===== src/rtl/reg_to_axil_pkg.sv =====
// -----------------------------------------------------------------------------
// reg_to_axil_pkg
// Shared types and constants for the register-request to AXI-Lite master
// bridge (reg_to_axil).
//   state_e          : bridge FSM state encoding (also driven on the debug port)
//   RESP_*           : AXI-Lite response codes
//   RD_TIMEOUT_FILL  : read data returned when a read times out locally
// -----------------------------------------------------------------------------
package reg_to_axil_pkg;

    typedef enum logic [2:0] {
        ST_IDLE    = 3'd0,
        ST_WR_REQ  = 3'd1,
        ST_WR_RESP = 3'd2,
        ST_RD_REQ  = 3'd3,
        ST_RD_DATA = 3'd4,
        ST_RD_HOLD = 3'd5
    } state_e;

    localparam logic [1:0] RESP_OKAY   = 2'b00;
    localparam logic [1:0] RESP_EXOKAY = 2'b01;
    localparam logic [1:0] RESP_SLVERR = 2'b10;
    localparam logic [1:0] RESP_DECERR = 2'b11;

    // Wide enough for the largest supported DATA_WIDTH; sliced by the user.
    localparam logic [63:0] RD_TIMEOUT_FILL = 64'hFFFF_FFFF_FFFF_FFFF;

endpackage : reg_to_axil_pkg


===== src/rtl/reg_to_axil.sv =====
// -----------------------------------------------------------------------------
// reg_to_axil
// Converts a simple register read/write request interface into AXI-Lite
// master transactions. One transaction outstanding at a time; AW and W are
// presented in the same cycle. Responses are handed back to the requester.
//
// Optional feature macro: REG_TO_AXIL_TIMEOUT_EN
//   When defined, a response-wait counter completes a write (wresp=SLVERR) or
//   a read (rdata all ones, rresp=SLVERR) locally after TIMEOUT_CYCLES cycles
//   in WR_RESP/RD_DATA. When undefined the bridge waits indefinitely.
//
// Ports
//   aclk, areset        clock, synchronous active-high reset
//   req_ready           bridge idle; request accepted on (wen|ren)&req_ready
//   wen/waddr/wdata/wbe write request (write wins over a simultaneous read)
//   wdone/wresp         one-cycle completion pulse with BRESP
//   ren/raddr           read request
//   rvalid/rdata/rresp  read result, held until rdone
//   rdone               requester consumes read result
//   m_axil_*            AXI-Lite master channels AW, W, B, AR, R
//   dbg_state_o         current FSM state
//
// Handshake semantics: a transfer happens on any rising clock edge where
// valid and ready are both high. Once valid is raised it stays high, with its
// payload stable, until that edge; it drops in the following cycle. Ready is
// asserted only while the bridge is able to take the response.
// -----------------------------------------------------------------------------
module reg_to_axil
    import reg_to_axil_pkg::*;
#(
    parameter int          ADDR_WIDTH     = 32,
    parameter int          DATA_WIDTH     = 32,
    parameter logic [2:0]  AXPROT         = 3'b000,
    parameter int          TIMEOUT_CYCLES = 1024
) (
    input  logic                      aclk,
    input  logic                      areset,

    output logic                      req_ready,
    input  logic                      wen,
    input  logic [ADDR_WIDTH-1:0]     waddr,
    input  logic [DATA_WIDTH-1:0]     wdata,
    input  logic [DATA_WIDTH/8-1:0]   wbe,
    output logic                      wdone,
    output logic [1:0]                wresp,
    input  logic                      ren,
    input  logic [ADDR_WIDTH-1:0]     raddr,
    output logic                      rvalid,
    input  logic                      rdone,
    output logic [DATA_WIDTH-1:0]     rdata,
    output logic [1:0]                rresp,

    output logic                      m_axil_awvalid,
    input  logic                      m_axil_awready,
    output logic [ADDR_WIDTH-1:0]     m_axil_awaddr,
    output logic [2:0]                m_axil_awprot,
    output logic                      m_axil_wvalid,
    input  logic                      m_axil_wready,
    output logic [DATA_WIDTH-1:0]     m_axil_wdata,
    output logic [DATA_WIDTH/8-1:0]   m_axil_wstrb,
    input  logic                      m_axil_bvalid,
    output logic                      m_axil_bready,
    input  logic [1:0]                m_axil_bresp,
    output logic                      m_axil_arvalid,
    input  logic                      m_axil_arready,
    output logic [ADDR_WIDTH-1:0]     m_axil_araddr,
    output logic [2:0]                m_axil_arprot,
    input  logic                      m_axil_rvalid,
    output logic                      m_axil_rready,
    input  logic [DATA_WIDTH-1:0]     m_axil_rdata,
    input  logic [1:0]                m_axil_rresp,

    output state_e                    dbg_state_o
);

    // Elaboration-time parameter sanity checks.
    if (DATA_WIDTH != 32 && DATA_WIDTH != 64) begin : g_bad_dw
        $error("reg_to_axil: DATA_WIDTH must be 32 or 64");
    end
    if (TIMEOUT_CYCLES < 2) begin : g_bad_to
        $error("reg_to_axil: TIMEOUT_CYCLES must be at least 2");
    end

    state_e                    state_q,  state_d;
    logic [ADDR_WIDTH-1:0]     awaddr_q, awaddr_d;
    logic [DATA_WIDTH-1:0]     wdata_q,  wdata_d;
    logic [DATA_WIDTH/8-1:0]   wstrb_q,  wstrb_d;
    logic [ADDR_WIDTH-1:0]     araddr_q, araddr_d;
    // AW/W handshakes can complete in different cycles; remember each one.
    logic                      aw_done_q, aw_done_d;
    logic                      w_done_q,  w_done_d;
    logic                      wdone_q,  wdone_d;
    logic [1:0]                wresp_q,  wresp_d;
    logic [DATA_WIDTH-1:0]     rdata_q,  rdata_d;
    logic [1:0]                rresp_q,  rresp_d;

`ifdef REG_TO_AXIL_TIMEOUT_EN
    localparam int TW = $clog2(TIMEOUT_CYCLES);
    localparam logic [TW-1:0] TIMER_LAST = TW'(TIMEOUT_CYCLES - 1);
    logic [TW-1:0] timer_q, timer_d;
`endif

    logic aw_hs;
    logic w_hs;

    // Outputs are decoded from registered state only.
    assign req_ready      = (state_q == ST_IDLE);
    assign m_axil_awvalid = (state_q == ST_WR_REQ) && !aw_done_q;
    assign m_axil_wvalid  = (state_q == ST_WR_REQ) && !w_done_q;
    assign m_axil_bready  = (state_q == ST_WR_RESP);
    assign m_axil_arvalid = (state_q == ST_RD_REQ);
    assign m_axil_rready  = (state_q == ST_RD_DATA);
    assign rvalid         = (state_q == ST_RD_HOLD);
    assign m_axil_awaddr  = awaddr_q;
    assign m_axil_wdata   = wdata_q;
    assign m_axil_wstrb   = wstrb_q;
    assign m_axil_araddr  = araddr_q;
    assign m_axil_awprot  = AXPROT;
    assign m_axil_arprot  = AXPROT;
    assign wdone          = wdone_q;
    assign wresp          = wresp_q;
    assign rdata          = rdata_q;
    assign rresp          = rresp_q;
    assign dbg_state_o    = state_q;

    assign aw_hs = m_axil_awvalid && m_axil_awready;
    assign w_hs  = m_axil_wvalid  && m_axil_wready;

    always_ff @(posedge aclk) begin
        if (areset) begin
            state_q   <= ST_IDLE;
            awaddr_q  <= '0;
            wdata_q   <= '0;
            wstrb_q   <= '0;
            araddr_q  <= '0;
            aw_done_q <= 1'b0;
            w_done_q  <= 1'b0;
            wdone_q   <= 1'b0;
            wresp_q   <= RESP_OKAY;
            rdata_q   <= '0;
            rresp_q   <= RESP_OKAY;
`ifdef REG_TO_AXIL_TIMEOUT_EN
            timer_q   <= '0;
`endif
        end else begin
            state_q   <= state_d;
            awaddr_q  <= awaddr_d;
            wdata_q   <= wdata_d;
            wstrb_q   <= wstrb_d;
            araddr_q  <= araddr_d;
            aw_done_q <= aw_done_d;
            w_done_q  <= w_done_d;
            wdone_q   <= wdone_d;
            wresp_q   <= wresp_d;
            rdata_q   <= rdata_d;
            rresp_q   <= rresp_d;
`ifdef REG_TO_AXIL_TIMEOUT_EN
            timer_q   <= timer_d;
`endif
        end
    end

    always_comb begin
        state_d   = state_q;
        awaddr_d  = awaddr_q;
        wdata_d   = wdata_q;
        wstrb_d   = wstrb_q;
        araddr_d  = araddr_q;
        aw_done_d = aw_done_q;
        w_done_d  = w_done_q;
        wdone_d   = 1'b0;
        wresp_d   = wresp_q;
        rdata_d   = rdata_q;
        rresp_d   = rresp_q;
`ifdef REG_TO_AXIL_TIMEOUT_EN
        timer_d   = timer_q;
`endif

        case (state_q)
            ST_IDLE: begin
                // Write has priority; a simultaneous read is dropped.
                if (wen) begin
                    awaddr_d  = waddr;
                    wdata_d   = wdata;
                    wstrb_d   = wbe;
                    aw_done_d = 1'b0;
                    w_done_d  = 1'b0;
                    state_d   = ST_WR_REQ;
                end else if (ren) begin
                    araddr_d  = raddr;
                    state_d   = ST_RD_REQ;
                end
            end

            ST_WR_REQ: begin
                if (aw_hs) aw_done_d = 1'b1;
                if (w_hs)  w_done_d  = 1'b1;
                if ((aw_done_q || aw_hs) && (w_done_q || w_hs)) begin
                    state_d = ST_WR_RESP;
`ifdef REG_TO_AXIL_TIMEOUT_EN
                    timer_d = '0;
`endif
                end
            end

            ST_WR_RESP: begin
                if (m_axil_bvalid) begin
                    wresp_d = m_axil_bresp;
                    wdone_d = 1'b1;
                    state_d = ST_IDLE;
                end
`ifdef REG_TO_AXIL_TIMEOUT_EN
                else if (timer_q == TIMER_LAST) begin
                    wresp_d = RESP_SLVERR;
                    wdone_d = 1'b1;
                    state_d = ST_IDLE;
                end else begin
                    timer_d = timer_q + 1'b1;
                end
`endif
            end

            ST_RD_REQ: begin
                if (m_axil_arready) begin
                    state_d = ST_RD_DATA;
`ifdef REG_TO_AXIL_TIMEOUT_EN
                    timer_d = '0;
`endif
                end
            end

            ST_RD_DATA: begin
                if (m_axil_rvalid) begin
                    rdata_d = m_axil_rdata;
                    rresp_d = m_axil_rresp;
                    state_d = ST_RD_HOLD;
                end
`ifdef REG_TO_AXIL_TIMEOUT_EN
                else if (timer_q == TIMER_LAST) begin
                    rdata_d = RD_TIMEOUT_FILL[DATA_WIDTH-1:0];
                    rresp_d = RESP_SLVERR;
                    state_d = ST_RD_HOLD;
                end else begin
                    timer_d = timer_q + 1'b1;
                end
`endif
            end

            ST_RD_HOLD: begin
                if (rdone) state_d = ST_IDLE;
            end

            default: state_d = ST_IDLE;
        endcase
    end

endmodule : reg_to_axil


===== config.mk =====
export PLATFORM = sky130hd
export DESIGN_NAME = reg_to_axil
export DESIGN_NICKNAME = d
export VERILOG_FILES = /design/src/rtl/reg_to_axil_pkg.sv /design/src/rtl/reg_to_axil.sv
export SDC_FILE = /design/constraint.sdc
export NUM_CORES = 1
export LEC_CHECK = 0
export CAP_MARGIN = 20
export CORE_ASPECT_RATIO = 1.4
export CORE_MARGIN = 3
export CORE_UTILIZATION = 41
export DETAILED_ROUTE_END_ITERATION = 6
export GPL_ROUTABILITY_DRIVEN = 0
export PLACE_DENSITY_LB_ADDON = 0.1
export RECOVER_POWER = 100
export SYNTH_ARGS = -nofsm -noshare
export SYNTH_HDL_FRONTEND = slang
export SYNTH_SLANG_ARGS = --single-unit

===== constraint.sdc =====
create_clock -name aclk -period 2.9 [get_ports aclk]
set_clock_uncertainty 0.1 [all_clocks]
set_input_delay 0.29 -clock aclk [delete_from_list [all_inputs] [get_ports aclk]]
set_output_delay 0.29 -clock aclk [all_outputs]
set_load 0.02 [all_outputs]

; ---- Word level (Yosys, flattened, before mapping)
; Index checks and enable logic that the tools add are counted.
[totals]
reg_bits = 142
inputBits = 146
out_inout_bits = 153
elab_cells = 60
[op_classes]
n_eq_ne = 14
n_mux = 14
bitwise_logic = 2
n_reduce_logical = 19
[op_table]
columns = cell, n
row1 = $mux W3, 7
row2 = $pmux W3 S6, 1
row3 = $reduce_and A3 Y1, 3
row4 = $ne A2 B1 Y1 const B, 4
row5 = $ne A2 B2 Y1 const B, 4
row6 = $eq A3 B2 Y1 const B, 2
row7 = $eq A3 B3 Y1 const B, 2
row8 = $reduce_and A2 Y1, 3
row9 = $reduce_and A6 Y1, 1
row10 = $logic_and A1 B1 Y1, 5
row11 = $mux W1, 4
row12 = $pmux W1 S2, 2
row13 = $eq A3 B1 Y1 const B, 1
row14 = $logic_not A3 Y1, 1
row15 = $ne A3 B1 Y1 const B, 1
row16 = $logic_not A1 Y1, 2
row17 = $logic_or A1 B1 Y1, 2
row18 = $not A1 Y1, 2
row19 = $reduce_bool A2 Y1, 1
row20 = $reduce_or A2 Y1, 1

; ---- Longest topological paths before layout
; Gate-level depths: netlist of run 1.
[logic_depth]
word_depth = 7
mapped_depth = 9
ltp_nobuf = 5

; ---- Least setup slack after synthesis of run 1
; Ideal clock, no wire load.
[synth_timing]
kind = reg2reg
startpoint = register state_q[2] (netlist: dbg_state_o[2])
endpoint = register rdata_q[10] (netlist: rdata[10])
setup_ns = 0.070
arrival_ns = 1.622
t_required_ns = 2.730
setup_slack_ns = 1.108
stages_incl_launch_ff = 7
path_buffers = 2
synth_period_minus_slack_ns = 1.792
path_cell_list = dfxtp_1 nor3b_2 and2_1 buf_2 buf_2 nand2_1 a21oi_1
[synth_via]
elab_chain_len = 2
[synth_lines]
columns = element, line
row1 = "start, declared", reg_to_axil.sv:84  ; state_e state_q, state_d;
row2 = "start signal, assigned", reg_to_axil.sv:146  ; state_q <= state_d;
row3 = $eq A3 B3 Y1, -
row4 = net m_axil_rready, reg_to_axil.sv:69  ; output logic m_axil_rready,
row5 = $reduce_and A2 Y1 (no line), -
row6 = "end signal, assigned", reg_to_axil.sv:155  ; rdata_q <= rdata_d;
row7 = "end, declared", reg_to_axil.sv:94  ; logic [DATA_WIDTH-1:0] rdata_q, rdata_d;
; The timed path passes the listed nets, and every way through them passes these cells.
; A chain may end at the register's enable or synchronous reset.

; ---- Final worst setup path of run 1
[layout_timing]
startpoint = register state_q[0] (netlist: dbg_state_o[0])
endpoint = output req_ready
[layout_via]
elab_chain_len = 1
[layout_lines]
columns = element, line
row1 = $logic_not A3 Y1, reg_to_axil.sv:107  ; assign req_ready = (state_q == ST_IDLE);
row2 = "end, declared", reg_to_axil.sv:39  ; output logic req_ready,
; No other way between the ends.

==> results.py, run 1 <==
metrics = {
    "logic_synthesis": {
        "ys.flop_type": "dfxtp_1",
        "synthCells": 644,
        "netlist_area_sq_um": 5130,
        "synthArstFlopShare": 0,
        "synth_edf_count": 0,
        "ys_warn_count": 0,
        "ys_types": 32,
        "yosysSeqAreaShare": 0.555,
        "avgSynthCellArea_sq_um": 7.96,
        "ys_seq_elements": 142,
    },
    "clocking": {
        "postCtsResizedCells": 0,
        "clk_pin_slew_ns": 0.05,
        "cts_root_buf": "clkbuf_16",
        "cts_buffer_depth": 2,
        "clock_latency_ns": 0.41,
        "clock_sinks": 142,
        "cts_tree": "built",
        "ctsHtreeMaxLevel": 4,
        "cts_setup_buffers": 0,
        "cts_hold_buf": 0,
        "cts_made_buffers": 17,
    },
    "sta": {
        "setup_viol": 0,
        "maxSlewViolCount": 0,
        "finalHoldViolCount": 0,
        "rsz0062_at_grt": "no",
        "period_minus_slack_ns": 2.59,
        "fin_crit_sh": 0.892,
        "max_freq_ghz": 0.386,
        "fin_setup_tns_ns": 0,
        "max_slew_margin": 0.438,
        "worstMarginPinSlew_ns": 0.843,
        "hold_ws_ns": 0.305,
    },
    "hold_path": {
        "hold_path_class": "primary input to flip-flop",
    },
    "placement": {
        "placement.io_buffers": 292,
        "place_hpwl_um": 12600,
    },
    "worst_setup_path": {
        "startpoint_type": "flip-flop",
        "slowest_stage": "dlygate4sd3_1",
        "arrival_ns": 2.20,
        "crit_chain": "or3_1, clkinvlp_2, dlygate4sd3_1",
        "critical_path_class": "flip-flop to primary output",
        "worst-path-max-fanout": 17,
        "cp_data_required_time_ns": 2.51,
        "end_kind": "primary output",
        "max_stage_delay_ns": 0.74,
    },
    "route": {
        "routed_via_density": 4.96,
        "drtPass1Iterations": 5,
        "drc": 0,
        "wirelength_um": 17000,
        "routedWlPerCell_um": 15.8,
        "ant_nets": 0,
        "vias": 5349,
        "drt_iter0_markers": 197,
    },
    "grt": {
        "antenna_found_initial": 0,
        "grt_pass1_vias": 5153,
        "top_usage_layer": "met2",
        "use_met3": 0.0756,
        "grt_use_met1": 0.255,
        "grt_pass1_wl_um": 26500,
        "grt_max_degree": 67,
        "grtUsageMet2": 0.433,
        "grt_use_total": 0.241,
        "overflow": 0,
    },
    "die": {
        "core_sq_um": 12000,
        "die_w_um": 101,
        "die_h_um": 138,
        "die_area_sq_um": 13900,
        "io_pins": 299,
        "start_util": 0.427,
        "rows": 47,
    },
    "power": {
        "p_leak_nw": 3.56,
        "power_density_nw_per_um2": 742,
        "ir_worst_vdd_mv": 0.416,
    },
    "layout": {
        "fill_cells": 978,
        "drive_gt1_frac": 0.0516,
        "area_growth_syn_to_layout_pct": 68.0,
        "post-route-util": 0.718,
        "layout.nets": 1064,
        "antennaDiodeCount": 0,
    },
    "job": {
        "drv_cap": 0,
    },
    "run_status": {
        "outcome": "completed",
    },
}
-- worst max-delay path, delay by kind of cell (launching register included) --
kind / cells / cell delay [ns]
DFF: 1 / 0.46
buffers and inverters: 2 / 0.88
and+or+nand+nor: 1 / 0.46
-- through the flow --
stage / cell area, sq um / std cells / setup slack [ns] / total power [mW]
4_1_cts: 8630 / 1078 / 0.454 / 6.60
5_1_grt: 8610 / 1078 / 0.189 / 6.72
6_report: 8610 / 1078 / 0.312 / 6.39
3_5_place_dp: 8070 / 1046 / 0.781 / 4.57
2_1_floorplan: 5140 / 649 / 1.11 / 3.58
3_3_place_gp: 8070 / 1046 / 0.861 / 4.52
-- path summary, 6_finish.rpt --
check                     from                end  slack, ns  depth (start not counted)
max             dbg_state_o[0]          req_ready       0.31                          3
min                     areset          aw_done_q       0.31                          2
max reg2reg     dbg_state_o[0]    m_axil_wdata[5]       0.43                          6
min reg2reg  m_axil_araddr[17]  m_axil_araddr[17]       0.35                          2
-- cell families after synthesis --
kind of cell    count (synthesis)  share of synthesized area
simple gates                  300                      0.233
compound gates                144                      0.148
flops                         142                      0.555
buf+inv                        54                     0.0574
mux                             3                    0.00586
other cells                     1                   0.000732
-- final cells by class --
type / instances / area [sq um] / area share
clock buffer: 18 / 439 / 0.0510
clock inverter: 14 / 119 / 0.0138
inverter: 2 / 8.76 / 0.00102
multi-input combinational: 453 / 2000 / 0.232
sequential: 142 / 2840 / 0.330
tap: 147 / 184 / 0.0214
timing repair buffer: 302 / 3020 / 0.350
-- power breakdown --
part           leakage [nW]  internal [mW]  switching [mW]
combinational          2.13          0.840            1.14
clock                 0.276           1.20           0.816
sequential             1.16           2.23           0.164
total                  3.56           4.27            2.12
-- layout by cell type, fill, tap and decap left out, types with 2 or more instances in the layout --
cell	count
a21o_1	3
a21oi_1	132
a21oi_2	3
and2_0	2
and3b_1	2
buf_12	2
buf_4	7
clkbuf_16	17
clkbuf_2	2
clkdlybuf4s50_1	144
clkinv_2	6
clkinv_4	4
clkinvlp_4	2
conb_1	6
dfxtp_1	142
dlygate4sd3_1	147
mux2i_1	3
nand2_1	272
nand2b_1	2
nand3_1	2
nand3b_1	2
nor2_1	9
nor3b_1	2
o22ai_1	2
or3_1	2
-- cells in the mapped netlist (2+ instances only) --
cell type,n,area share
a21o_1,3,0.0044
a21oi_1,131,0.13
a21oi_2,4,0.0068
and2_1,3,0.0037
and3b_1,2,0.0034
buf_2,9,0.0088
buf_4,13,0.019
buf_8,2,0.0059
clkbuf_1,27,0.020
dfxtp_1,142,0.55
mux2i_1,3,0.0059
nand2_1,272,0.20
nand2b_1,2,0.0024
nand3_1,2,0.0020
nand3b_1,2,0.0029
nor2_1,9,0.0066
nor3b_2,2,0.0049
o22ai_1,2,0.0024
-- state kept, by name, summed over array words and instances (netlist names) --
name,count
m_axil_araddr,32
wdone,1
wresp,2
m_axil_awaddr,32
aw_done_q,1
rdata,32
m_axil_wdata,32
w_done_q,1
dbg_state_o,3
rresp,2
m_axil_wstrb,4
-- routing by layer --
layer,vias to the layer above,wire length (um),share of wire
met2,238,9020,0.53
met3,37,1450,0.086
met1,2453,6000,0.35
met4,0,512,0.030
li1,2621,-,-
met5,-,0,0
Power figures use the tool's default switching activity.
==> run 2: changes to the inputs <==
- CELL_PAD_IN_SITES_DETAIL_PLACEMENT: not set -> 0
- CELL_PAD_IN_SITES_GLOBAL_PLACEMENT: not set -> 2
- CORE_UTILIZATION: 41 -> 21
- SLEW_MARGIN: not set -> 20
==> run 2 against run 1 <==
Net effect: via count down 2.5%; flip-flop and latch count unchanged; cell area up 3.4%; largest power group unchanged; highest routed layer unchanged.
==> results.py, run 2 (synthesis results as in run 1) <==
metrics = {
    "run_status": {
        "outcome": "completed",
    },
    "die": {
        "start_util": 0.214,
        "die_h_um": 191,
        "die_area_sq_um": 26300,
        "die_w_um": 138,
        "io_pins": 299,
        "core_sq_um": 24000,
        "rows": 67,
    },
    "sta": {
        "period_minus_slack_ns": 2.56,
        "setup_viol": 0,
        "max_slew_margin": 0.467,
        "max_freq_ghz": 0.391,
        "fin_setup_tns_ns": 0,
        "rsz0062_at_grt": "no",
        "hold_ws_ns": 0.284,
        "worstMarginPinSlew_ns": 0.799,
        "finalHoldViolCount": 0,
        "maxSlewViolCount": 0,
        "fin_crit_sh": 0.882,
    },
    "power": {
        "ir_worst_vdd_mv": 0.394,
        "pwr-share-seq": 0.354,
        "p_int_mw": 4.61,
        "p_leak_nw": 3.60,
        "p_clk_frac": 0.353,
        "combPwrFrac": 0.293,
        "power_density_nw_per_um2": 761,
        "p_sw_mw": 2.15,
        "swShare": 0.318,
    },
    "clocking": {
        "cts_root_buf": "clkbuf_16",
        "cts_made_buffers": 17,
        "cts_hold_buf": 0,
        "postCtsResizedCells": 0,
        "ctsHtreeMaxLevel": 4,
        "clock_latency_ns": 0.42,
        "clk_pin_slew_ns": 0.06,
        "cts_setup_buffers": 0,
        "clock_sinks": 142,
        "cts_buffer_depth": 2,
        "cts_tree": "built",
    },
    "layout": {
        "layout_commonest_cell": "nand2_1",
        "most-common-layout-cells": "272 x nand2_1, 146 x dlygate4sd3_1, 145 x clkdlybuf4s50_1",
        "drive_gt1_frac": 0.0504,
        "antennaDiodeCount": 0,
        "layout.nets": 1066,
        "fill_cells": 2519,
        "area_growth_syn_to_layout_pct": 73.6,
    },
    "worst_setup_path": {
        "critical_path_class": "flip-flop to primary output",
        "worst-path-max-fanout": 17,
        "arrival_ns": 2.17,
        "startpoint_type": "flip-flop",
        "cp_data_required_time_ns": 2.51,
        "end_kind": "primary output",
    },
    "grt": {
        "grt_use_total": 0.143,
        "grt_pass1_wl_um": 29500,
        "overflow": 0,
        "antenna_found_initial": 0,
        "grt_pass1_vias": 5188,
        "grt_max_degree": 60,
    },
    "route": {
        "wirelength_um": 19200,
        "routed_via_density": 4.20,
        "routedWlPerCell_um": 15.4,
        "drtPass1Iterations": 4,
        "ant_nets": 0,
        "vias": 5216,
        "drt_iter0_markers": 198,
        "drc": 0,
    },
    "hold_path": {
        "hold_path_class": "primary input to flip-flop",
    },
    "job": {
        "drv_cap": 0,
    },
    "placement": {
        "place_hpwl_um": 13800,
        "placement.io_buffers": 292,
    },
}
[run 2: cell types whose count changed in the layout (fill, tap and decap cells not counted)]
cell             previous run  this run
bufinv_16                   1         4
clkbuf_1                    0         1
a21oi_2                     3         1
buf_12                      2         1
buf_4                       7         9
clkdlybuf4s50_1           144       145
clkbuf_8                    1         5
clkinv_4                    4         0
a21oi_1                   132       134
clkinv_2                    6         2
clkbuf_2                    2         3
dlygate4sd3_1             147       146
[run 2: area by class of cell]
class / instances / area (sq um) / share of cell area
clock inverter: 9 / 154 / 0.0173
timing repair buffer: 304 / 3020 / 0.339
clock buffer: 23 / 498 / 0.0560
sequential: 142 / 2840 / 0.319
inverter: 2 / 8.76 / 0.000984
tap: 310 / 388 / 0.0436
multi-input combinational: 453 / 1990 / 0.224
[run 2: power groups by stage]
stage	Sequential (mW)	Combinational, mW	Clock (mW)
2_1_floorplan	2.75	0.827	0
3_3_place_gp	2.44	2.14	0
3_5_place_dp	2.46	2.15	0
4_1_cts	2.42	2.16	2.49
5_1_grt	2.44	2.17	2.57
6_report	2.40	1.98	2.39
[run 2: worst paths after layout]
path              cells after the start  slack, ns           start                 to
hold / removal                        2       0.28          areset          aw_done_q
hold reg to reg                       2       0.35       rdata[18]          rdata[18]
setup / recovery                      3       0.34  dbg_state_o[0]          req_ready
setup reg to reg                      6       0.42  dbg_state_o[0]  m_axil_awaddr[14]
[run 2: stage by stage]
stage | total power [mW] | instance area (sq um) | util | std cells | setup slack (ns)
4_1_cts | 7.07 | 8930 | 0.373 | 1243 | 0.356
3_3_place_gp | 4.58 | 8280 | 0.345 | 1211 | 0.793
2_1_floorplan | 3.58 | 5140 | - | 649 | 1.11
5_1_grt | 7.18 | 8900 | 0.371 | 1243 | 0.151
3_5_place_dp | 4.61 | 8280 | 0.345 | 1211 | 0.721
6_report | 6.77 | 8900 | 0.371 | 1243 | 0.341
[run 2: worst max-delay path: stages, from the launching register on]
cell             delay (ns)
dfxtp_1                0.47
or3_1                  0.46
clkinvlp_2             0.15
clkdlybuf4s50_1        0.68
[run 2: per-layer routing]
layer  track usage  vias to the layer above  wire (um)
met3        0.0580                       22       1480
met2         0.250                      189       9900
met5             0                        -          0
li1              -                     2620          -
met4        0.0487                        0        320
met1         0.158                     2385       7490
==> run 3: changes to the inputs <==
- CTS_CLUSTER_SIZE: not set -> 24
==> results of run 3 <==
The final DEF is identical to that of run 2; final timing and power are the same.
